### config.mk
export PLATFORM = sky130hd
export DESIGN_NAME = pipe_stage_elastic
export DESIGN_NICKNAME = d
export VERILOG_FILES = /design/src/rtl/pipe_pkg.sv /design/src/rtl/sat_counter.sv /design/src/rtl/pipe_stage_elastic.sv
export SDC_FILE = /design/constraint.sdc
export NUM_CORES = 1
export LEC_CHECK = 0
export BUFFER_PORTS_ARGS = -buffer_cell sky130_fd_sc_hd__buf_2
export CORE_ASPECT_RATIO = 0.75
export CORE_UTILIZATION = 30
export DETAILED_ROUTE_END_ITERATION = 7
export SKIP_CTS_REPAIR_TIMING = 1
export SYNTH_ARGS = -nofsm -noshare
export SYNTH_HDL_FRONTEND = slang
export SYNTH_SLANG_ARGS = --single-unit
### constraint.sdc
create_clock -name clk_i -period 3.9 [get_ports clk_i]
set_clock_uncertainty 0.1 [all_clocks]
set_input_delay 0.195 -clock clk_i [delete_from_list [all_inputs] [get_ports clk_i]]
set_output_delay 0.195 -clock clk_i [all_outputs]
set_load 0.01 [all_outputs]
### src/rtl/pipe_pkg.sv
// Shared types for elastic pipeline stages.
// State encoding doubles as the occupancy count.
package pipe_pkg;

  typedef enum logic [1:0] {
    EMPTY = 2'd0,
    ONE   = 2'd1,
    FULL  = 2'd2
  } state_t;

  localparam logic NOP_FILL = 1'b0;

  function automatic logic [1:0] pop2(
    input logic a,
    input logic b
  );
    return {1'b0, a} + {1'b0, b};
  endfunction

endpackage

### src/rtl/sat_counter.sv
// Saturating up-counter; adds 0..3 per enabled cycle.
// Sticks at the all-ones value once reached.
module sat_counter #(
  parameter int W = 8
) (
  input  logic         clk_i,
  input  logic         rst_n_i,
  input  logic         en_i,
  input  logic [1:0]   add_i,
  output logic [W-1:0] cnt_o
);

  localparam logic [W:0] MAX = {1'b0, {W{1'b1}}};

  logic [W-1:0] cnt_q;
  logic [W:0]   sum;

  assign sum   = {1'b0, cnt_q} + (W+1)'(add_i);
  assign cnt_o = cnt_q;

  always_ff @(posedge clk_i or negedge rst_n_i) begin
    if (!rst_n_i) begin
      cnt_q <= '0;
    end else if (en_i) begin
      if (sum > MAX) cnt_q <= MAX[W-1:0];
      else           cnt_q <= sum[W-1:0];
    end
  end

endmodule

### src/rtl/pipe_stage_elastic.sv
// Elastic pipeline register with 2-entry skid buffer,
// legacy stall/flush controls and a squash counter.
module pipe_stage_elastic
  import pipe_pkg::*;
#(
  parameter int              DATA_W           = 64,
  parameter logic [DATA_W-1:0] NOP_VALUE      = {DATA_W{NOP_FILL}},
  parameter bit              FLUSH_OVER_STALL = 1'b0,
  parameter int              CNT_W            = 8
) (
  input  logic              clk_i,
  input  logic              rst_n_i,
  input  logic              up_valid_i,
  output logic              up_ready_o,
  input  logic [DATA_W-1:0] up_data_i,
  output logic              dn_valid_o,
  input  logic              dn_ready_i,
  output logic [DATA_W-1:0] dn_data_o,
  input  logic              stall_i,
  input  logic              flush_i,
  output logic [1:0]        occ_o,
  output logic [CNT_W-1:0]  squash_cnt_o
);

  state_t            state_q, state_d;
  logic [DATA_W-1:0] main_q, main_d;
  logic [DATA_W-1:0] skid_q, skid_d;
  logic              main_v, skid_v;
  logic              stl, fl;
  logic              push, pop;

  assign main_v = (state_q != EMPTY);
  assign skid_v = (state_q == FULL);

  assign fl  = FLUSH_OVER_STALL ? flush_i
                                : (flush_i & ~stall_i);
  assign stl = FLUSH_OVER_STALL ? (stall_i & ~flush_i)
                                : stall_i;

  // ready depends only on registered state and controls
  assign up_ready_o = (state_q != FULL) & ~stl;
  assign dn_valid_o = main_v & ~stl;
  assign dn_data_o  = main_q;
  assign occ_o      = state_q;

  assign push = up_valid_i & up_ready_o & ~fl;
  assign pop  = dn_valid_o & dn_ready_i & ~fl;

  always_comb begin
    state_d = state_q;
    main_d  = main_q;
    skid_d  = skid_q;
    if (fl) begin
      state_d = EMPTY;
      main_d  = NOP_VALUE;
      skid_d  = NOP_VALUE;
    end else begin
      unique case (state_q)
        EMPTY: begin
          if (push) begin
            state_d = ONE;
            main_d  = up_data_i;
          end
        end
        ONE: begin
          unique case (1'b1)
            push & pop:  main_d = up_data_i;
            push & ~pop: begin
              state_d = FULL;
              skid_d  = up_data_i;
            end
            pop & ~push: state_d = EMPTY;
            default: ;
          endcase
        end
        FULL: begin
          if (pop) begin
            state_d = ONE;
            main_d  = skid_q;
            skid_d  = NOP_VALUE;
          end
        end
        default: state_d = EMPTY;
      endcase
    end
  end

  always_ff @(posedge clk_i or negedge rst_n_i) begin
    if (!rst_n_i) begin
      state_q <= EMPTY;
      main_q  <= NOP_VALUE;
      skid_q  <= NOP_VALUE;
    end else begin
      state_q <= state_d;
      main_q  <= main_d;
      skid_q  <= skid_d;
    end
  end

  sat_counter #(
    .W (CNT_W)
  ) u_squash (
    .clk_i   (clk_i),
    .rst_n_i (rst_n_i),
    .en_i    (fl),
    .add_i   (pop2(main_v, skid_v)),
    .cnt_o   (squash_cnt_o)
  );

endmodule
==> results of run 1 <==
cell families (layout without fill, tap and decap cells):
family	count (synthesis)	after routing	synth area share, %
buf+inv	57	195	5.00
mux	68	68	14.1
xor+xnor	1	1	0.125
flops	138	138	49.3
compound gates	148	148	11.5
fa+ha+maj	8	8	1.43
simple gates	286	286	18.5
synth_stat cells, types with 2 or more instances:
cell type / number / share of area, %
a21oi_1: 133 / 9.5
a32o_1: 3 / 0.43
and2b_2: 2 / 0.25
buf_1: 6 / 0.32
buf_12: 6 / 1.7
buf_2: 4 / 0.29
buf_4: 7 / 0.75
clkbuf_1: 26 / 1.4
dfrtp_1: 138 / 49
ha_1: 8 / 1.4
inv_1: 7 / 0.38
mux2_2: 8 / 1.3
mux2_4: 60 / 13
nand2_1: 134 / 7.2
nand3_1: 4 / 0.29
nor2_1: 69 / 3.7
nor2b_1: 64 / 5.7
o21ai_0: 3 / 0.21
or3_1: 2 / 0.18
sequential cells by signal, summed over array words and instances (netlist names):
signal,cells
u_squash.cnt_o,8
skid_q,64
dn_data_o,64
occ_o,2
worst max-delay path by stage:
stage	cells past startpoint	slack [ns]	startpoint	endpoint
after floorplan	14	0.67	occ_o[0]$_DFFE_PN0P_	dn_data_o[0]$_DFFE_PN0P_
after global placement	7	0.72	occ_o[0]$_DFFE_PN0P_	skid_q[16]$_DFFE_PN0P_
after detailed placement	7	0.51	occ_o[1]$_DFFE_PN0P_	skid_q[9]$_DFFE_PN0P_
after CTS	7	0.48	occ_o[0]$_DFFE_PN0P_	skid_q[9]$_DFFE_PN0P_
after global routing	7	0.19	occ_o[0]$_DFFE_PN0P_	skid_q[9]$_DFFE_PN0P_
final	7	0.55	occ_o[0]$_DFFE_PN0P_	skid_q[8]$_DFFE_PN0P_
layer usage:
layer / GRT usage [%] / vias to the layer above / part of all wire [%]
li1: - / 2603 / -
met1: 21.2 / 2599 / 51
met2: 21.2 / 129 / 42
met3: 4.42 / 10 / 5.8
met4: 4.57 / 2 / 0.90
met5: 0 / - / 0.047
worst max-delay path, stage by stage (launching register included):
cell and delay (ns):
dfrtp_1 0.44, inv_1 0.13, ha_1 0.30, nor4b_2 0.63
o221a_2 1.02, buf_4 0.41, nand2_1 0.08, a21oi_1 0.13
per-stage QoR:
stage | instances | area [um^2]
floorplan | 706 | 7010
global placement | 1111 | 7930
detailed placement | 1111 | 7930
CTS | 1143 | 8510
global route | 1144 | 8520
finish | 1144 | 8520
area by class of cell:
type | count | area, um^2
Multi-Input combinational cell | 511 | 3230
Fill cell | 2346 | 14400
Clock inverter | 13 | 144
Clock buffer | 19 | 443
Sequential cell | 138 | 3450
Inverter | 7 | 26.3
Tap cell | 300 | 375
Timing Repair Buffer | 156 | 855
power groups by stage:
stage | combinational [mW] | sequential, mW | clock (mW)
global route | 3.21 | 2.58 | 1.75
finish | 2.89 | 2.49 | 1.63
floorplan | 2.10 | 2.59 | 0
global placement | 2.90 | 2.49 | 0
detailed placement | 2.95 | 2.50 | 0
CTS | 2.95 | 2.49 | 1.69
placed cells by master (no fill, tap or decap), drive strengths merged, types with 2 or more instances in the layout:
cell type and count:
nor2 69, clkbuf 19, nor2b 64, mux2 68
and2b 2, buf 155, bufinv 2, inv 9
clkinvlp 4, nand2 134, dfrtp 138, o21ai 4
nand2b 2, or3 3, a32o 3, clkinv 5
nand3 4, a21oi 133, ha 8
==> results.md, run 1 <==
* Synthesized area per cell at ~9.9 um^2
* Critical Path Fanout Max at 43
* Mapped cell area at 0.00701 mm^2
* Fraction of the cycle the final worst path needs at 85.9%
* Number of antenna repair diodes at 0
* Maximum clock path buffer count at 2
* Starting density of the core at a little under a third
* Floorplan die area at between 0.02 and 0.025 mm^2
* Maximum clock frequency at between 0.2 and 0.3 GHz
* End point of the most critical hold path: skid_q[33]$_DFFE_PN0P_
* Final worst-path setup slack at about 0.55 ns
* Hold_sp: up_data_i[33]
* Overall track demand over capacity in global routing at 14.8%
* Sequential cell area fraction in the yosys report at 49.3%
* Slew Viols, Final at 0
* Vias in the first global route at a little over 5000
* RSZ-0062 raised after global routing: no
* DRC Markers at 0
* Endpoint required time on the critical path at roughly 4.1 ns
* Inserted Clock Buffers at 17
* Hold Fails Final Rpt at 0
* Max-Cap Viols at 0
* Reg clk slew, reported paths at roughly 0.060 ns
* Prevailing post-synth register cell: dfrtp_1
* H-tree Lvls at 4
* Final TNS setup at 0 ns
* Worst setup path category: reg2reg
* P_leak at slightly above 4 nW
* Number of antenna violations at the first check in global routing at 1
* Detailed-placement wirelength estimate at approximately 11 mm
* Post-route ant nets at 0
* Number of warnings printed during yosys synthesis at 0
* Result of the run: complete, no violations
* Core ar. at around 0.023 mm^2
* Horiz. Die Dim at 178 um
* Worst min-delay path category: in2reg
* Vias at 5343
* Pre-CTS setup slack at between 0.5 and 0.6 ns
* Proportion of power drawn by combinational gates at between 40% and 50%
* FP Rows at between 40 and 50
* Die extent in y at between 100 and 150 um
* Shortest period the worst path allows at around 3.3 ns
* R2r worst-path depth at 7
* Hold slack at 0.0431 ns
* Cell Pwr Density at 823 mW/mm^2
* Highest ir drop seen on vdd at between 0.3 and 0.4 mV
* Startpoint Class: flop
* Share of async-settable or async-resettable flops after synthesis at between 90% and 100%
* TritonCTS clock tree: yes
* Synthesis-to-finish area growth at 21.7%
* Relative contribution of sequential cells to total power at between 30% and 40%
* Relative contribution of the clock network to total power at 23.2%
* First-pass detailed-route iteration total at 4
* Root cell of the clock tree: clkbuf_16
* Layout Utilization at a little under two fifths
* Mean number of vias per cell at about 4.7
* Final setup violation count at 0
* Worst slew slack as a fraction of its limit at 31.1%
* EDFF count, synth at 0
* Top-level port count at roughly 150
* Quantity of I/O buffers inserted on ports at around 150
* Distinct cell type count after synthesis at ~40
* Slew at the pin closest to its max-slew limit at between 1 and 1.5 ns
* Yosys reg bits at roughly 140
* # nets final at roughly 900
* Switching power total at around 2.6 mW
* Hold depth at 4
* Overall overflow remaining after global route at 0
* First DRT Iteration DRCs at a little over 300
* Wire length of the first global-routing pass at about 27 mm
* Pin count of the biggest net entering global routing at 96
* Switch share at a little over a third
* Kind of end point of the critical path: flop
* Aggregate routed wire length at 17.0 mm
* Share of post-route cells with drive strength above 1 at a little under a third
* Synthesized instance count at approximately 710
* Sinks on the clock net at ~140
* Insertion delay of the later-clocked pin in the worst-skew pair at around 0.42 ns
* Wire length per cell after detailed routing at roughly 15 um
* Signal arrival time at the worst endpoint at 3.59 ns
* Slack of the worst reg-to-reg path at 0.55 ns
* Reg-to-Reg End: skid_q[8]$_DFFE_PN0P_
* Final GP Congestion at roughly 0.77
* Net count after synthesis at 784
* Power Total at 7.02 mW
* Source of the worst register-to-register timing path: occ_o[0]$_DFFE_PN0P_
* Int Power at approximately 4.5 mW
No activity file was read; power rests on OpenSTA's default activity.
==> run 2, diff against run 1 <==
--- a/config.mk
+++ b/config.mk
@@ -5,6 +5,7 @@
 export SDC_FILE = /design/constraint.sdc
 export NUM_CORES = 1
 export LEC_CHECK = 0
+export ABC_AREA = 1
 export BUFFER_PORTS_ARGS = -buffer_cell sky130_fd_sc_hd__buf_2
 export CORE_ASPECT_RATIO = 0.75
 export CORE_UTILIZATION = 30
==> results.md, run 2 <==
* Result of the run: complete, no violations
* Synthesized instance count at 880 (+25%)
* Vias at 6400 (+20%)
* Slowest stage delay, CP at 0.52 ns (-0.50 ns)
* Core ar. at 0.0222 mm^2 (-3.4%)
* Critical Path Fanout Max at 70 (+63%)
* Share of async-settable or async-resettable flops after synthesis at 100% (unchanged)
* Net count after synthesis at 958 (+22%)
* Mean number of vias per cell at 4.70 (+0.61%)
* End point of the most critical hold path: u_squash.cnt_o[1]$_DFFE_PN0P_
* Top area cells in the synthesized netlist: dfrtp_1 (51%), nand2_1 (23%), nand4_1 (6.3%)
* Relative contribution of sequential cells to total power at 35.1% (-0.4 points)
* Final setup violation count at 0 (unchanged)
* CP max stage cell: nand2_4
* Wire length per cell after detailed routing at 14.7 um (-1.2%)
* Synth Area in Adders at 1.47% (+0.038 points)
* Area fraction in and, or, nand and nor cells after synthesis at 31.6% (+13 points)
* Root cell of the clock tree: clkbuf_16
* EDFF count, synth at 0 (unchanged)
* Library cell occupying the most area in the post-synthesis netlist: dfrtp_1
* Detailed-placement wirelength estimate at 11.9 mm (+12%)
* H-tree Lvls at 4 (unchanged)
* Top-level port count at 146 (unchanged)
* Worst min-delay path category: in2reg
* Hold_sp: flush_i
* Proportion of power drawn by combinational gates at 40.9% (-0.3 points)
* Inserted Clock Buffers at 17 (unchanged)
* Slack of the worst reg-to-reg path at 1.09 ns (+0.53 ns)
* Mapped cell area at 0.00682 mm^2 (-2.6%)
* Synthesis-to-finish area growth at 31.5%
* Library cell with the highest instance count after synthesis: nand2_1
* Vias in the first global route at 5703 (+11%)
* Quantity of I/O buffers inserted on ports at 145 (unchanged)
* Max-Cap Viols at 0 (unchanged)
* Slew at the pin closest to its max-slew limit at 0.869 ns (-0.164 ns)
* First-pass detailed-route iteration total at 5 (+1)
* Floorplan die area at 0.0234 mm^2 (-2.6%)
* Die extent in y at 133 um (-1.3%)
* Reg clk slew, reported paths at 0.06 ns (about the same)
* Share of cell area taken by muxes after synthesis at 0% (-14 points)
* Share of the synthesized netlist area taken by xor and xnor gates at 0.385% (+0.26 points)
* Synthesized area per cell at 7.75 um^2 (-22%)
* Highest ir drop seen on vdd at 0.292 mV (-8.1%)
* Overall track demand over capacity in global routing at 17.4% (+2.6 points)
* Int Power at 4.01 mW (-10%)
* Shortest period the worst path allows at 2.81 ns (-0.534 ns)
* DRC Markers at 0 (unchanged)
* First DRT Iteration DRCs at 467 (+53%)
* Pin count of the biggest net entering global routing at 89 (-7.3%)
* Worst setup path category: reg2reg
* R2r worst-path depth at 10 (+3)
* Hold Fails Final Rpt at 0 (unchanged)
* Endpoint required time on the critical path at 4.14 ns (about the same)
* Signal arrival time at the worst endpoint at 3.06 ns (-0.53 ns)
* Share of Yosys cell area claimed by the top area cell type at 50.6% (+1.3 points)
* Yosys reg bits at 138 (unchanged)
* Startpoint Class: flop
* RSZ-0062 raised after global routing: no
* Share of post-route cells with drive strength above 1 at 19.5% (-12 points)
* Complex-gate fraction of the synthesized area at 10.0% (-1.4 points)
* Wire length of the first global-routing pass at 31.5 mm (+15%)
* Reg-to-Reg End: skid_q[23]$_DFFE_PN0P_
* P_leak at 4.59 nW (+11%)
* Layout Utilization at 40.5% (+3.3 points)
* Overall overflow remaining after global route at 0 (unchanged)
* Insertion delay of the later-clocked pin in the worst-skew pair at 0.42 ns (about the same)
* Leading post-synthesis cells by instance count: nand2_1 (412), dfrtp_1 (138), nand4_1 (69), a21oi_1 (65), o21ai_1 (60)
* Final TNS setup at 0 ns (unchanged)
* Post-route ant nets at 0 (unchanged)
* # nets final at 1133 (+25%)
* Prevailing post-synth register cell: dfrtp_1
* Sinks on the clock net at 138 (unchanged)
* Horiz. Die Dim at 176 um (-1.3%)
* FP Rows at 47 (-2.1%)
* Maximum clock frequency at 0.355 GHz (+19%)
* Maximum clock path buffer count at 2 (unchanged)
* Slew Viols, Final at 0 (unchanged)
* Most frequent cells in the layout: nand2_1 (412), buf_2 (144), dfrtp_1 (138)
* Top Family by Delay on Critical Path: simple AND/OR/NAND/NOR gates
* Relative contribution of the clock network to total power at 24.1% (+0.9 points)
* Final GP Congestion at 0.772 (about the same)
* Kind of end point of the critical path: flop
* Cell Pwr Density at 763 mW/mm^2 (-7.4%)
* Source of the worst register-to-register timing path: occ_o[0]$_DFFE_PN0P_
* Sequential cell area fraction in the yosys report at 50.6% (+1.3 points)
* Distinct cell type count after synthesis at 23 (-44%)
* Fraction of the cycle the final worst path needs at 72.2% (-14 points)
* Critical path, cell by cell: inv_1, ha_2, buf_4, inv_2, nor2_1, nand2_2, nand2_4, buf_12, nand2_1, o21ai_1
* Switch share at 41.4% (+5.0 points)
* TritonCTS clock tree: yes
* Starting density of the core at 30.8% (+0.24 points)
* Switching power total at 2.83 mW (+11%)
* Number of antenna repair diodes at 0 (unchanged)
* Combinational family with the most area after synthesis: simple AND/OR/NAND/NOR gates
* Number of warnings printed during yosys synthesis at 0 (unchanged)
* Aggregate routed wire length at 20.0 mm (+18%)
* Number of antenna violations at the first check in global routing at 0 (-1)
* Hold depth at 4 (unchanged)
* Commonest non-fill, non-tap cell in the layout: nand2_1
* Worst slew slack as a fraction of its limit at 42.0% (+11 points)
* Sum of buffers and inverters on the critical path at 4 (+2)
## run 2: changes by cell type in the layout (fill, tap and decap cells not counted), sizes merged, moves of 6 or more
cell         change
nand2          +281
a21oi           -68
mux2            -68
nand4           +68
o21ai           +65
dlygate4sd3     +64
nor2b           -64
nor2            -49
nand3            +6
## run 2: tightest hold or removal path: stages
cell,delay (ns)
buf_2,0.10
nand2_2,0.14
nor2_1,0.12
a21oi_1,0.07
## run 2: through the flow
stage               instances  power, mW  instance area [um^2]  hold slack, ns  setup WS (ns)
floorplan                 880       4.32                  6820          -0.201           1.44
global placement         1265       5.15                  7720           0.233           1.17
detailed placement       1265       5.18                  7720           0.232           1.07
CTS                      1297       6.88                  8320          -0.230           1.06
global route             1362       7.38                  8970           0.218          0.774
finish                   1362       6.84                  8970           0.149           1.09
## run 2: area by class of cell
class / count / area (um^2)
Timing Repair Buffer: 225 / 1520
Fill cell: 2260 / 13200
Clock inverter: 10 / 115
Multi-Input combinational cell: 660 / 2980
Tap cell: 294 / 368
Clock buffer: 22 / 484
Sequential cell: 138 / 3450
Inverter: 13 / 48.8
## run 2: power by group through the flow
stage | combinational (mW) | clock, mW | sequential (mW)
after detailed placement | 2.78 | 0 | 2.40
after global routing | 3.16 | 1.75 | 2.47
after global placement | 2.74 | 0 | 2.41
after CTS | 2.79 | 1.70 | 2.40
after floorplan | 1.81 | 0 | 2.51
final | 2.79 | 1.65 | 2.40
## run 2: kinds of logic after synthesis
| group | Yosys count |
|---|---|
| compound gates | 134 |
| xor+xnor | 3 |
| fa+ha+maj | 8 |
| buf+inv | 82 |
| flops | 138 |
| simple gates | 515 |
## run 2: worst max path at each step
stage	cells past startpoint	endpoint	startpoint	slack, ns
2_1_floorplan	13	dn_data_o[29]$_DFFE_PN0P_	occ_o[0]$_DFFE_PN0P_	1.44
3_3_place_gp	10	skid_q[63]$_DFFE_PN0P_	occ_o[0]$_DFFE_PN0P_	1.17
3_5_place_dp	10	skid_q[3]$_DFFE_PN0P_	occ_o[0]$_DFFE_PN0P_	1.07
4_1_cts	10	skid_q[17]$_DFFE_PN0P_	occ_o[0]$_DFFE_PN0P_	1.06
5_1_grt	11	skid_q[30]$_DFFE_PN0P_	occ_o[0]$_DFFE_PN0P_	0.77
6_report	10	skid_q[23]$_DFFE_PN0P_	occ_o[0]$_DFFE_PN0P_	1.09
## run 2: layer usage
layer / routed length, um / global-route usage (%) / part of all wire (%) / vias to the layer above
li1: - / - / - / 3234
met1: 9540 / 24.0 / 48 / 2974
met2: 9120 / 27.2 / 46 / 175
met3: 1050 / 3.76 / 5.3 / 17
met4: 253 / 5.17 / 1.3 / 0
met5: 0 / 0 / 0 / -
==> run 3, diff against run 2 <==
==> constraint.sdc (replaced) <==
create_clock -name clk_i -period 2.9 [get_ports clk_i]
set_clock_uncertainty 0.1 [all_clocks]
set_input_delay 0.145 -clock clk_i [delete_from_list [all_inputs] [get_ports clk_i]]
set_output_delay 0.145 -clock clk_i [all_outputs]
set_load 0.01 [all_outputs]
==> results.md, run 3 (synthesis gave the netlist of run 2 again) <==
* Cell Pwr Density at 1040 mW/mm^2 (+37%)
* Synthesis-to-finish area growth at 33.1%
* Number of antenna violations at the first check in global routing at 0 (unchanged)
* Insertion delay of the later-clocked pin in the worst-skew pair at 0.42 ns (about the same)
* Final TNS setup at 0 ns (unchanged)
* First DRT Iteration DRCs at 643 (+38%)
* Post-route ant nets at 0 (unchanged)
* Hold_sp: flush_i
* TritonCTS clock tree: yes
* Overall track demand over capacity in global routing at 17.6% (+0.24 points)
* RSZ-0062 raised after global routing: no
* CP max stage cell: dfrtp_1
* Maximum clock frequency at 0.425 GHz (+20%)
* Switching power total at 3.84 mW (+36%)
* First-pass detailed-route iteration total at 5 (unchanged)
* Reg clk slew, reported paths at 0.06 ns (about the same)
* Signal arrival time at the worst endpoint at 2.61 ns (-0.45 ns)
* Power Total at 9.49 mW (+39%)
* Result of the run: complete, no violations
* Critical path, cell by cell: inv_1, ha_2, nor2_1, nand2_1, nor2_1, ha_1, nand2_1, nand3_2, buf_4, nand4_1, nand2_1
* Kind of end point of the critical path: flop
* Vias in the first global route at 6006 (+5.3%)
* # nets final at 1138 (+0.44%)
* Top-level port count at 146 (unchanged)
* Fillers at 2210 (-2.2%)
* Instance area after placement at 0.00778 mm^2 (+0.81%)
* Endpoint required time on the critical path at 3.16 ns (-0.98 ns)
* Worst slew slack as a fraction of its limit at 59.3% (+17 points)
* Slowest stage delay, CP at 0.42 ns (-0.10 ns)
* Final setup violation count at 0 (unchanged)
* Number of antenna repair diodes at 0 (unchanged)
* Aggregate routed wire length at 20.3 mm (+1.6%)
* Finished Cell Area at 0.00909 mm^2 (+1.3%)
* Worst min-delay path category: in2reg
* Relative contribution of sequential cells to total power at 33.9% (-1.2 points)
* Detailed-placement wirelength estimate at 12.2 mm (+3.1%)
* Shortest period the worst path allows at 2.35 ns (-0.462 ns)
* Root cell of the clock tree: clkbuf_16
* Switch share at 40.5% (-0.92 points)
* Fraction of the cycle the final worst path needs at 81.1% (+8.9 points)
* Die extent in y at 133 um (unchanged)
* Floorplan die area at 0.0234 mm^2 (unchanged)
* Int Power at 5.65 mW (+41%)
* Startpoint Class: flop
* Source of the worst register-to-register timing path: occ_o[0]$_DFFE_PN0P_
* Vias at 6496 (+1.5%)
* Core ar. at 0.0222 mm^2 (unchanged)
* FP Rows at 47 (unchanged)
* Wire length per cell after detailed routing at 14.8 um (+1.3%)
* Layout Cells excl Fill at 1366 (+0.29%)
* Inserted Clock Buffers at 17 (unchanged)
* Final GP Congestion at 0.789 (+2.2%)
* Maximum clock path buffer count at 2 (unchanged)
* DRC Markers at 0 (unchanged)
* Cell mode on critical path: nand2_1
* Starting density of the core at 30.8% (unchanged)
* Highest ir drop seen on vdd at 0.706 mV (+140%)
* P_leak at 4.65 nW (+1.3%)
* Wire length of the first global-routing pass at 32.3 mm (+2.5%)
* Hold slack at 0.105 ns (-0.0435 ns)
* Overall overflow remaining after global route at 0 (unchanged)
* Max-Cap Viols at 0 (unchanged)
* Mean number of vias per cell at 4.76 (+1.2%)
* Sum of buffers and inverters on the critical path at 2 (-2)
* Pin count of the biggest net entering global routing at 70 (-21%)
* Hold Fails Final Rpt at 0 (unchanged)
* Horiz. Die Dim at 176 um (unchanged)
* Critical Path Fanout Max at 37 (-47%)
* H-tree Lvls at 4 (unchanged)
* Most frequent cells in the layout: nand2_1 (412), buf_2 (144), dfrtp_1 (138)
* Relative contribution of the clock network to total power at 25.6% (+1.5 points)
* Top Family by Delay on Critical Path: simple AND/OR/NAND/NOR gates
* Sinks on the clock net at 138 (unchanged)
* Quantity of I/O buffers inserted on ports at 145 (unchanged)
* Crit path from: occ_o[0]$_DFFE_PN0P_
* Slack of the worst reg-to-reg path at 0.55 ns (-0.54 ns)
* Share of post-route cells with drive strength above 1 at 19.8% (+0.30 points)
* Slew Viols, Final at 0 (unchanged)
* Number of cells in the design after placement at 1270 (+0.40%)
* Commonest non-fill, non-tap cell in the layout: nand2_1
* Proportion of power drawn by combinational gates at 40.4% (-0.5 points)
* Worst setup path category: reg2reg
* Slew at the pin closest to its max-slew limit at 0.609 ns (-0.261 ns)
-- run 3: changes by cell type in the layout (fill, tap and decap cells not counted), moves of 2 or more --
cell        previous run  this run
bufinv_16              2         5
clkinvlp_4             3         1
clkbuf_8               4         2
buf_4                 13        16
buf_12                 2         4
clkinv_4               1         3
-- run 3: final timing paths --
kind | depth (start not counted) | endpoint
min | 4 | u_squash.cnt_o[1]$_DFFE_PN0P_
max in group asynchronous | 3 | skid_q[10]$_DFFE_PN0P_
min reg2reg | 2 | dn_data_o[7]$_DFFE_PN0P_
min in group asynchronous | 2 | skid_q[43]$_DFFE_PN0P_
max reg2reg | 11 | dn_data_o[27]$_DFFE_PN0P_
max | 11 | dn_data_o[27]$_DFFE_PN0P_
-- run 3: worst min-delay path, stage by stage --
cell     delay, ns
buf_2         0.11
nand2_2       0.14
nor2_1        0.12
a21oi_1       0.07
-- run 3: layer usage --
layer	vias up	routed length, um	share of wire (%)	global-route usage [%]
li1	3248	-	-	-
met2	189	9080	45	26.3
met4	0	187	0.92	4.54
met1	3046	9900	49	25.5
met5	-	0	0	0
met3	13	1110	5.5	4.17
-- run 3: cell type report --
class	instances	area [um^2]	area share (%)
flip-flops and latches	138	3450	38.0
multi-input cells	660	2980	32.8
repair buffers	230	1580	17.4
clock buffers	20	457	5.03
well taps	294	368	4.05
clock inverters	11	194	2.13
inverters	13	48.8	0.537
-- run 3: stage by stage --
step           worst slack [ns]  util (%)
3_5_place_dp              0.562      35.1
2_1_floorplan             0.444         -
5_1_grt                   0.183      41.0
4_1_cts                   0.539      38.0
6_report                  0.548      41.0
3_3_place_gp              0.607      35.1
-- run 3: power by group through the flow --
stage / registers [mW] / logic (mW) / clock network [mW]
6_report: 3.22 / 3.84 / 2.43
5_1_grt: 3.33 / 4.37 / 2.57
4_1_cts: 3.22 / 3.82 / 2.49
3_5_place_dp: 3.23 / 3.80 / 0
3_3_place_gp: 3.24 / 3.73 / 0
2_1_floorplan: 3.37 / 2.44 / 0
